$ cat src/rtl/apb_gpio_irq.sv
// apb_gpio_irq: APB GPIO slave with direction/output/synchronised-input registers.
// Optional edge-triggered interrupts (IRQ_EN, IRQ_TYPE, IRQ_STATUS W1C, IRQ) are built
// only when the GPIO_IRQ_EN macro is defined; otherwise offsets 3-5 read 0 and IRQ is 0.
module apb_gpio_irq #(
    parameter int DATA_WIDTH    = 32,
    parameter int ADDRESS_WIDTH = 32,
    parameter int GPIO_WIDTH    = 32,
    parameter int SYNC_STAGES   = 2
) (
    input  logic                     PCLK,
    input  logic                     PRESETn,
    input  logic                     PSEL,
    input  logic                     PENABLE,
    input  logic                     PWRITE,
    input  logic [ADDRESS_WIDTH-1:0] PADDR,
    input  logic [DATA_WIDTH-1:0]    PWDATA,
    output logic [DATA_WIDTH-1:0]    PRDATA,
    output logic                     PREADY,
    output logic                     PSLVERR,
    input  logic [GPIO_WIDTH-1:0]    GPIO_INPUT,
    output logic [GPIO_WIDTH-1:0]    GPIO_OUTPUT,
    output logic [GPIO_WIDTH-1:0]    GPIO_OE,
    output logic                     IRQ
);
    localparam logic [ADDRESS_WIDTH-1:0] A_DIR  = ADDRESS_WIDTH'(0);
    localparam logic [ADDRESS_WIDTH-1:0] A_IN   = ADDRESS_WIDTH'(1);
    localparam logic [ADDRESS_WIDTH-1:0] A_OUT  = ADDRESS_WIDTH'(2);
    localparam logic [ADDRESS_WIDTH-1:0] A_EN   = ADDRESS_WIDTH'(3);
    localparam logic [ADDRESS_WIDTH-1:0] A_TYPE = ADDRESS_WIDTH'(4);
    localparam logic [ADDRESS_WIDTH-1:0] A_STAT = ADDRESS_WIDTH'(5);

    logic                                 w_access;
    logic                                 w_wr;
    logic                                 w_err;
    logic [GPIO_WIDTH-1:0]                r_dir;
    logic [GPIO_WIDTH-1:0]                r_out;
    logic [SYNC_STAGES-1:0][GPIO_WIDTH-1:0] r_sync;
    logic [GPIO_WIDTH-1:0]                w_sync;
    logic [GPIO_WIDTH-1:0]                w_en;
    logic [GPIO_WIDTH-1:0]                w_type;
    logic [GPIO_WIDTH-1:0]                w_stat;
    logic [GPIO_WIDTH-1:0]                w_rd;

    assign w_access = PSEL & PENABLE;
    assign w_wr     = w_access & PWRITE;
    assign w_err    = (PADDR > A_STAT) | (PWRITE & (PADDR == A_IN));
    assign w_sync   = r_sync[SYNC_STAGES-1];

    assign w_rd = (PADDR == A_DIR)  ? r_dir :
                  (PADDR == A_IN)   ? (w_sync & ~r_dir) :
                  (PADDR == A_OUT)  ? r_out :
                  (PADDR == A_EN)   ? w_en :
                  (PADDR == A_TYPE) ? w_type :
                  (PADDR == A_STAT) ? w_stat : '0;

    assign PREADY      = w_access;
    assign PSLVERR     = w_access & w_err;
    assign PRDATA      = (w_access & ~PWRITE & ~w_err) ? DATA_WIDTH'(w_rd) : '0;
    assign GPIO_OE     = r_dir;
    assign GPIO_OUTPUT = r_out & r_dir;

    // Pad synchroniser: shift raw pads through SYNC_STAGES flops
    always_ff @(posedge PCLK or negedge PRESETn) begin
        if (!PRESETn) r_sync <= '0;
        else          r_sync <= {r_sync[SYNC_STAGES-2:0], GPIO_INPUT};
    end

    // Direction and output registers, written at the end of the access phase
    always_ff @(posedge PCLK or negedge PRESETn) begin
        if (!PRESETn) begin
            r_dir <= '0;
            r_out <= '0;
        end else if (w_wr) begin
            if (PADDR == A_DIR) r_dir <= PWDATA[GPIO_WIDTH-1:0];
            if (PADDR == A_OUT) r_out <= PWDATA[GPIO_WIDTH-1:0];
        end
    end

`ifdef GPIO_IRQ_EN
    logic [GPIO_WIDTH-1:0] r_irq_en;
    logic [GPIO_WIDTH-1:0] r_irq_type;
    logic [GPIO_WIDTH-1:0] r_irq_stat;
    logic [GPIO_WIDTH-1:0] r_prev;
    logic [GPIO_WIDTH-1:0] w_event;
    logic [GPIO_WIDTH-1:0] w_clr;

    // Only input-direction, enabled pins can raise a new event
    assign w_event = ~r_dir & r_irq_en &
                     ((r_irq_type & w_sync & ~r_prev) | (~r_irq_type & ~w_sync & r_prev));
    assign w_clr   = (w_wr && PADDR == A_STAT) ? PWDATA[GPIO_WIDTH-1:0] : '0;

    // Interrupt config, edge history and W1C status (a new event beats a same-cycle clear)
    always_ff @(posedge PCLK or negedge PRESETn) begin
        if (!PRESETn) begin
            r_irq_en   <= '0;
            r_irq_type <= '0;
            r_irq_stat <= '0;
            r_prev     <= '0;
        end else begin
            r_prev     <= w_sync;
            r_irq_stat <= (r_irq_stat & ~w_clr) | w_event;
            if (w_wr && PADDR == A_EN)   r_irq_en   <= PWDATA[GPIO_WIDTH-1:0];
            if (w_wr && PADDR == A_TYPE) r_irq_type <= PWDATA[GPIO_WIDTH-1:0];
        end
    end

    assign w_en   = r_irq_en;
    assign w_type = r_irq_type;
    assign w_stat = r_irq_stat;
    assign IRQ    = |(r_irq_stat & r_irq_en);
`else
    assign w_en   = '0;
    assign w_type = '0;
    assign w_stat = '0;
    assign IRQ    = 1'b0;
`endif
endmodule

$ cat config.mk
export PLATFORM = sky130hd
export DESIGN_NAME = apb_gpio_irq
export DESIGN_NICKNAME = d
export VERILOG_FILES = /design/src/rtl/apb_gpio_irq.sv
export SDC_FILE = /design/constraint.sdc
export NUM_CORES = 1
export LEC_CHECK = 0
export CORE_UTILIZATION = 45
export CTS_CLUSTER_DIAMETER = 80
export CTS_CLUSTER_SIZE = 25
export DETAILED_ROUTE_END_ITERATION = 8
export PLACE_DENSITY = 0.81
export SLEW_MARGIN = 20
export SYNTH_ARGS = -nofsm -noshare
export SYNTH_HDL_FRONTEND = slang
export SYNTH_SLANG_ARGS = --single-unit
$ cat constraint.sdc
create_clock -name PCLK -period 3.2 [get_ports PCLK]
set_input_delay 0.64 -clock PCLK [delete_from_list [all_inputs] [get_ports PCLK]]
set_output_delay 0.64 -clock PCLK [all_outputs]
set_load 0.02 [all_outputs]
==> key figures <==
Drt
  • Total number of vias: 4280
  • Iter 0 DRT Violations: 273
  • Post-DRT Antenna Nets: 0
  • Number of vias per cell after detailed routing: 5.42
  • Total iterations of the first detailed-routing run: 4
  • Remaining routing DRC violations: 0
  • Wire length per cell after detailed routing: 20.2 um
  • Overall routed net length: 15.9 mm

Critical path
  • Reg2reg path depth: 1
  • Crit path capture type: output port
  • Maximum fanout encountered on the critical timing path: 8
  • WS Path Type: in2out
  • Endpoint of the worst-slack reg-to-reg timing path: GPIO_OE[13]
  • Buffers plus inverters on the worst setup path: 4
  • Arrival time of the worst setup path: 2.55 ns
  • Register-to-register path setup slack: 2.36 ns
  • Top delay family on crit path: simple AND/OR/NAND/NOR gates
  • Data required time at the worst endpoint: between 2 and 3 ns
  • Max stage delay on crit path: 0.62 ns
  • Kind of launch point of the worst setup path: primary input
  • Cell at the slowest stage of the critical path: sky130_fd_sc_hd__or4b_4
  • Cell-by-cell listing of the critical path: clkbuf_2 -> nor4_2 -> nand4b_1 -> or4b_4 -> buf_6 -> buf_12 -> a221oi_2 -> buf_2
  • Launch point of the worst reg-to-reg path: GPIO_OE[13]

Clock tree
  • CTS H-tree lvls: 4
  • Cts bufs inserted: 17
  • Clock tree from TritonCTS: yes
  • Clock slew seen by the registers of the worst setup and hold paths: roughly 0.050 ns
  • Root Buffer: sky130_fd_sc_hd__clkbuf_16
  • TritonCTS Sinks: around 130
  • Skew-Pair Late Insertion Delay: a little over 0.4 ns
  • Buffers from clock root to sink, at most: 2

Layout
  • N_diodes: 0
  • Final-layout fill cell count: 763
  • Growth of design area from synthesis to finish: 56.4%
  • Flip-flop and latch area: about 3200 um2
  • Post-route non-filler standard cell count: 789
  • Final Core Density: 73.6%
  • Layout cell share with drive strength beyond 1: 35.4%
  • Multi-input combinational cell area: roughly 2200 um2
  • Final layout net count: 738

Yosys
  • Portion of the post-synthesis area used by sequential elements: 58.4%
  • Async set or reset register ratio after synthesis: 100%
  • Cell with the most instances after synthesis: sky130_fd_sc_hd__dfrtp_1
  • Syn Std Cell Area: 5480 um2
  • Cells after synthesis: 404
  • Flip-flop cell with the highest count after synthesis: sky130_fd_sc_hd__dfrtp_1
  • Top cells by instance count after synthesis: 128 x sky130_fd_sc_hd__dfrtp_1, 62 x sky130_fd_sc_hd__mux2_2, 34 x sky130_fd_sc_hd__a21oi_1, 34 x sky130_fd_sc_hd__inv_1, 33 x sky130_fd_sc_hd__nand3_1
  • Mean Syn Cell Area: approximately 14 um2
  • Area share of the largest cell type after synthesis: 58.4%
  • Largest area contributor in the synthesized netlist: sky130_fd_sc_hd__dfrtp_1
  • Number of synthesis warnings: 0
  • Area contributors post-synth: sky130_fd_sc_hd__dfrtp_1 58%, sky130_fd_sc_hd__mux2_2 13%, sky130_fd_sc_hd__a221oi_2 8.2%
  • Flops & latches, synth: 128
  • Syn_nets: 505
  • Post-synth cell types: 23
  • EDFF count, synth: 0

Floorplanning
  • Die width: 112 um
  • Die Ht: 112 um
  • Area of the core: 11700 um2
  • Core Rows: 39
  • I/O pins: 200
  • Overall die area: approximately 13000 um2
  • Starting density of the core: 47.0%

Timing
  • Endpoints failing hold: 0
  • Final period util: 99.6%
  • Final clock skew: 0.00517 ns
  • Worst Tran Pin Value: roughly 0.87 ns
  • Final Max Tran Viols: 0
  • Final setup violating endpoints: 0
  • Relative slew slack: 41.8%
  • Final worst path period need: 3.19 ns
  • Maximum clock rate: 314 MHz

Global routing
  • Global route overflow: 0
  • First-pass GRT wire length: about 25 mm
  • Vias in the first global route: 4824
  • Largest net degree at the start of global routing: 70
  • Number of antenna violations at the first check in global routing: 0
  • Global routing usage summed across all routing layers: 26.0%

Place
  • Count of placed standard cells including taps: 747
  • Final Wtd Congestion: 0.823
  • IO Port Bufs: about 200
  • Hpwl dp: approximately 11 mm

Min path
  • Path class of the lowest-slack min-delay path: in2async

Power and ir drop
  • Max VDD drop: between 0.3 and 0.4 mV
  • Power per Cell Area: 448 nW/um2
  • Switching part of the total power: 19.9%
  • Comb power frac: 5.9%
  • Sequential share of power: a little over two fifths
  • Relative contribution of the clock network to total power: 50.6%
  • Internal cell power: 3.08 mW
  • Leakage: 3.62 nW
  • Switching power: roughly 0.77 mW

Status
  • Outcome: finished, final reports clean

Flow run
  • Number of maximum-capacitance constraint violations: 0
## how the worst max path moves through the flow
| stage | startpoint | endpoint | slack, ns | cells after the start |
|---|---|---|---|---|
| 6_report | PADDR[15] | PRDATA[6] | 0.01 | 8 |
| 5_1_grt | PADDR[1] | PRDATA[2] | -0.03 | 9 |
| 4_1_cts | PADDR[24] | PRDATA[25] | -0.002 | 8 |
| 3_5_place_dp | PADDR[15] | PRDATA[0] | -0.93 | 7 |
| 3_3_place_gp | PADDR[18] | PRDATA[0] | -0.85 | 7 |
| 2_1_floorplan | PADDR[18] | PRDATA[0] | 0.21 | 5 |
## flip-flops by register name, summed over array words and instances, names as in the netlist
| name | count |
|---|---|
| GPIO_OE | 32 |
| r_out | 32 |
| w_sync | 32 |
| r_sync | 32 |
## kinds of logic after synthesis
group           after synthesis  share of synthesized area, %
compound gates               67                          11.8
other cells                   1                        0.0684
buf+inv                      59                          5.22
simple gates                 85                          11.4
mux                          64                          13.1
flops                       128                          58.4
## cell type report
| cell class | instances | share of cell area [%] |
|---|---|---|
| clock inverter | 8 | 1.63 |
| timing repair buffer | 239 | 26.8 |
| tap | 143 | 2.09 |
| sequential | 128 | 37.3 |
| inverter | 34 | 1.49 |
| multi-input combinational | 217 | 25.4 |
| clock buffer | 20 | 5.21 |
## power groups by stage
stage | clock, mW | sequential, mW | combinational (mW)
CTS | 1.98 | 1.67 | 0.224
global placement | 0 | 1.70 | 0.221
global route | 2.06 | 1.68 | 0.241
floorplan | 0 | 1.70 | 0.0361
detailed placement | 0 | 1.70 | 0.229
finish | 1.95 | 1.67 | 0.225
## routing by layer
metal	up-vias	share of wire, %	wire length (um)	GRT usage [%]
met5	-	0	0	0
met4	0	1.7	277	10.7
met3	21	6.1	972	6.75
met2	182	55	8700	46.3
met1	2166	38	6000	29.9
li1	1911	-	-	-
## per-stage QoR
step	power [mW]	cell area (um2)	TNS, ns	setup WS (ns)	hold slack (ns)
4_1_cts	3.87	8530	-0.00392	-0.00209	0.346
3_5_place_dp	1.93	7770	-27.07	-0.932	0.335
5_1_grt	3.97	8580	-0.399	-0.0268	0.349
6_report	3.85	8580	0	0.0116	0.342
3_3_place_gp	1.92	7770	-24.85	-0.852	0.331
2_1_floorplan	1.73	5480	0	0.207	0.331
## cell usage in the layout (no fill, tap or decap), drive strengths merged, types with 2 or more instances in the layout
cell type,synthesis,routed
clkinv,0,4
a21oi,34,34
nor4b,2,2
inv,34,34
a221oi,33,33
and2,32,32
clkdlybuf4s50,0,134
nand2,3,3
nor4,10,10
clkdlybuf4s15,0,5
clkbuf,11,31
mux2,64,64
buf,14,82
dfrtp,128,128
bufinv,0,4
nand3,33,33
dlygate4sd2,0,7
## repair_timing
| action | 4_1_cts | 5_1_grt |
|---|---|---|
| resized for setup | 245 | 33 |
| buffers inserted | 7 | 4 |
| cloned | 2 | 1 |
| pin swaps | 3 | 10 |
| endpoints found under the setup margin | 33 | 32 |
| hold buffers | 0 | 0 |
(Power assumes the default switching activity.)
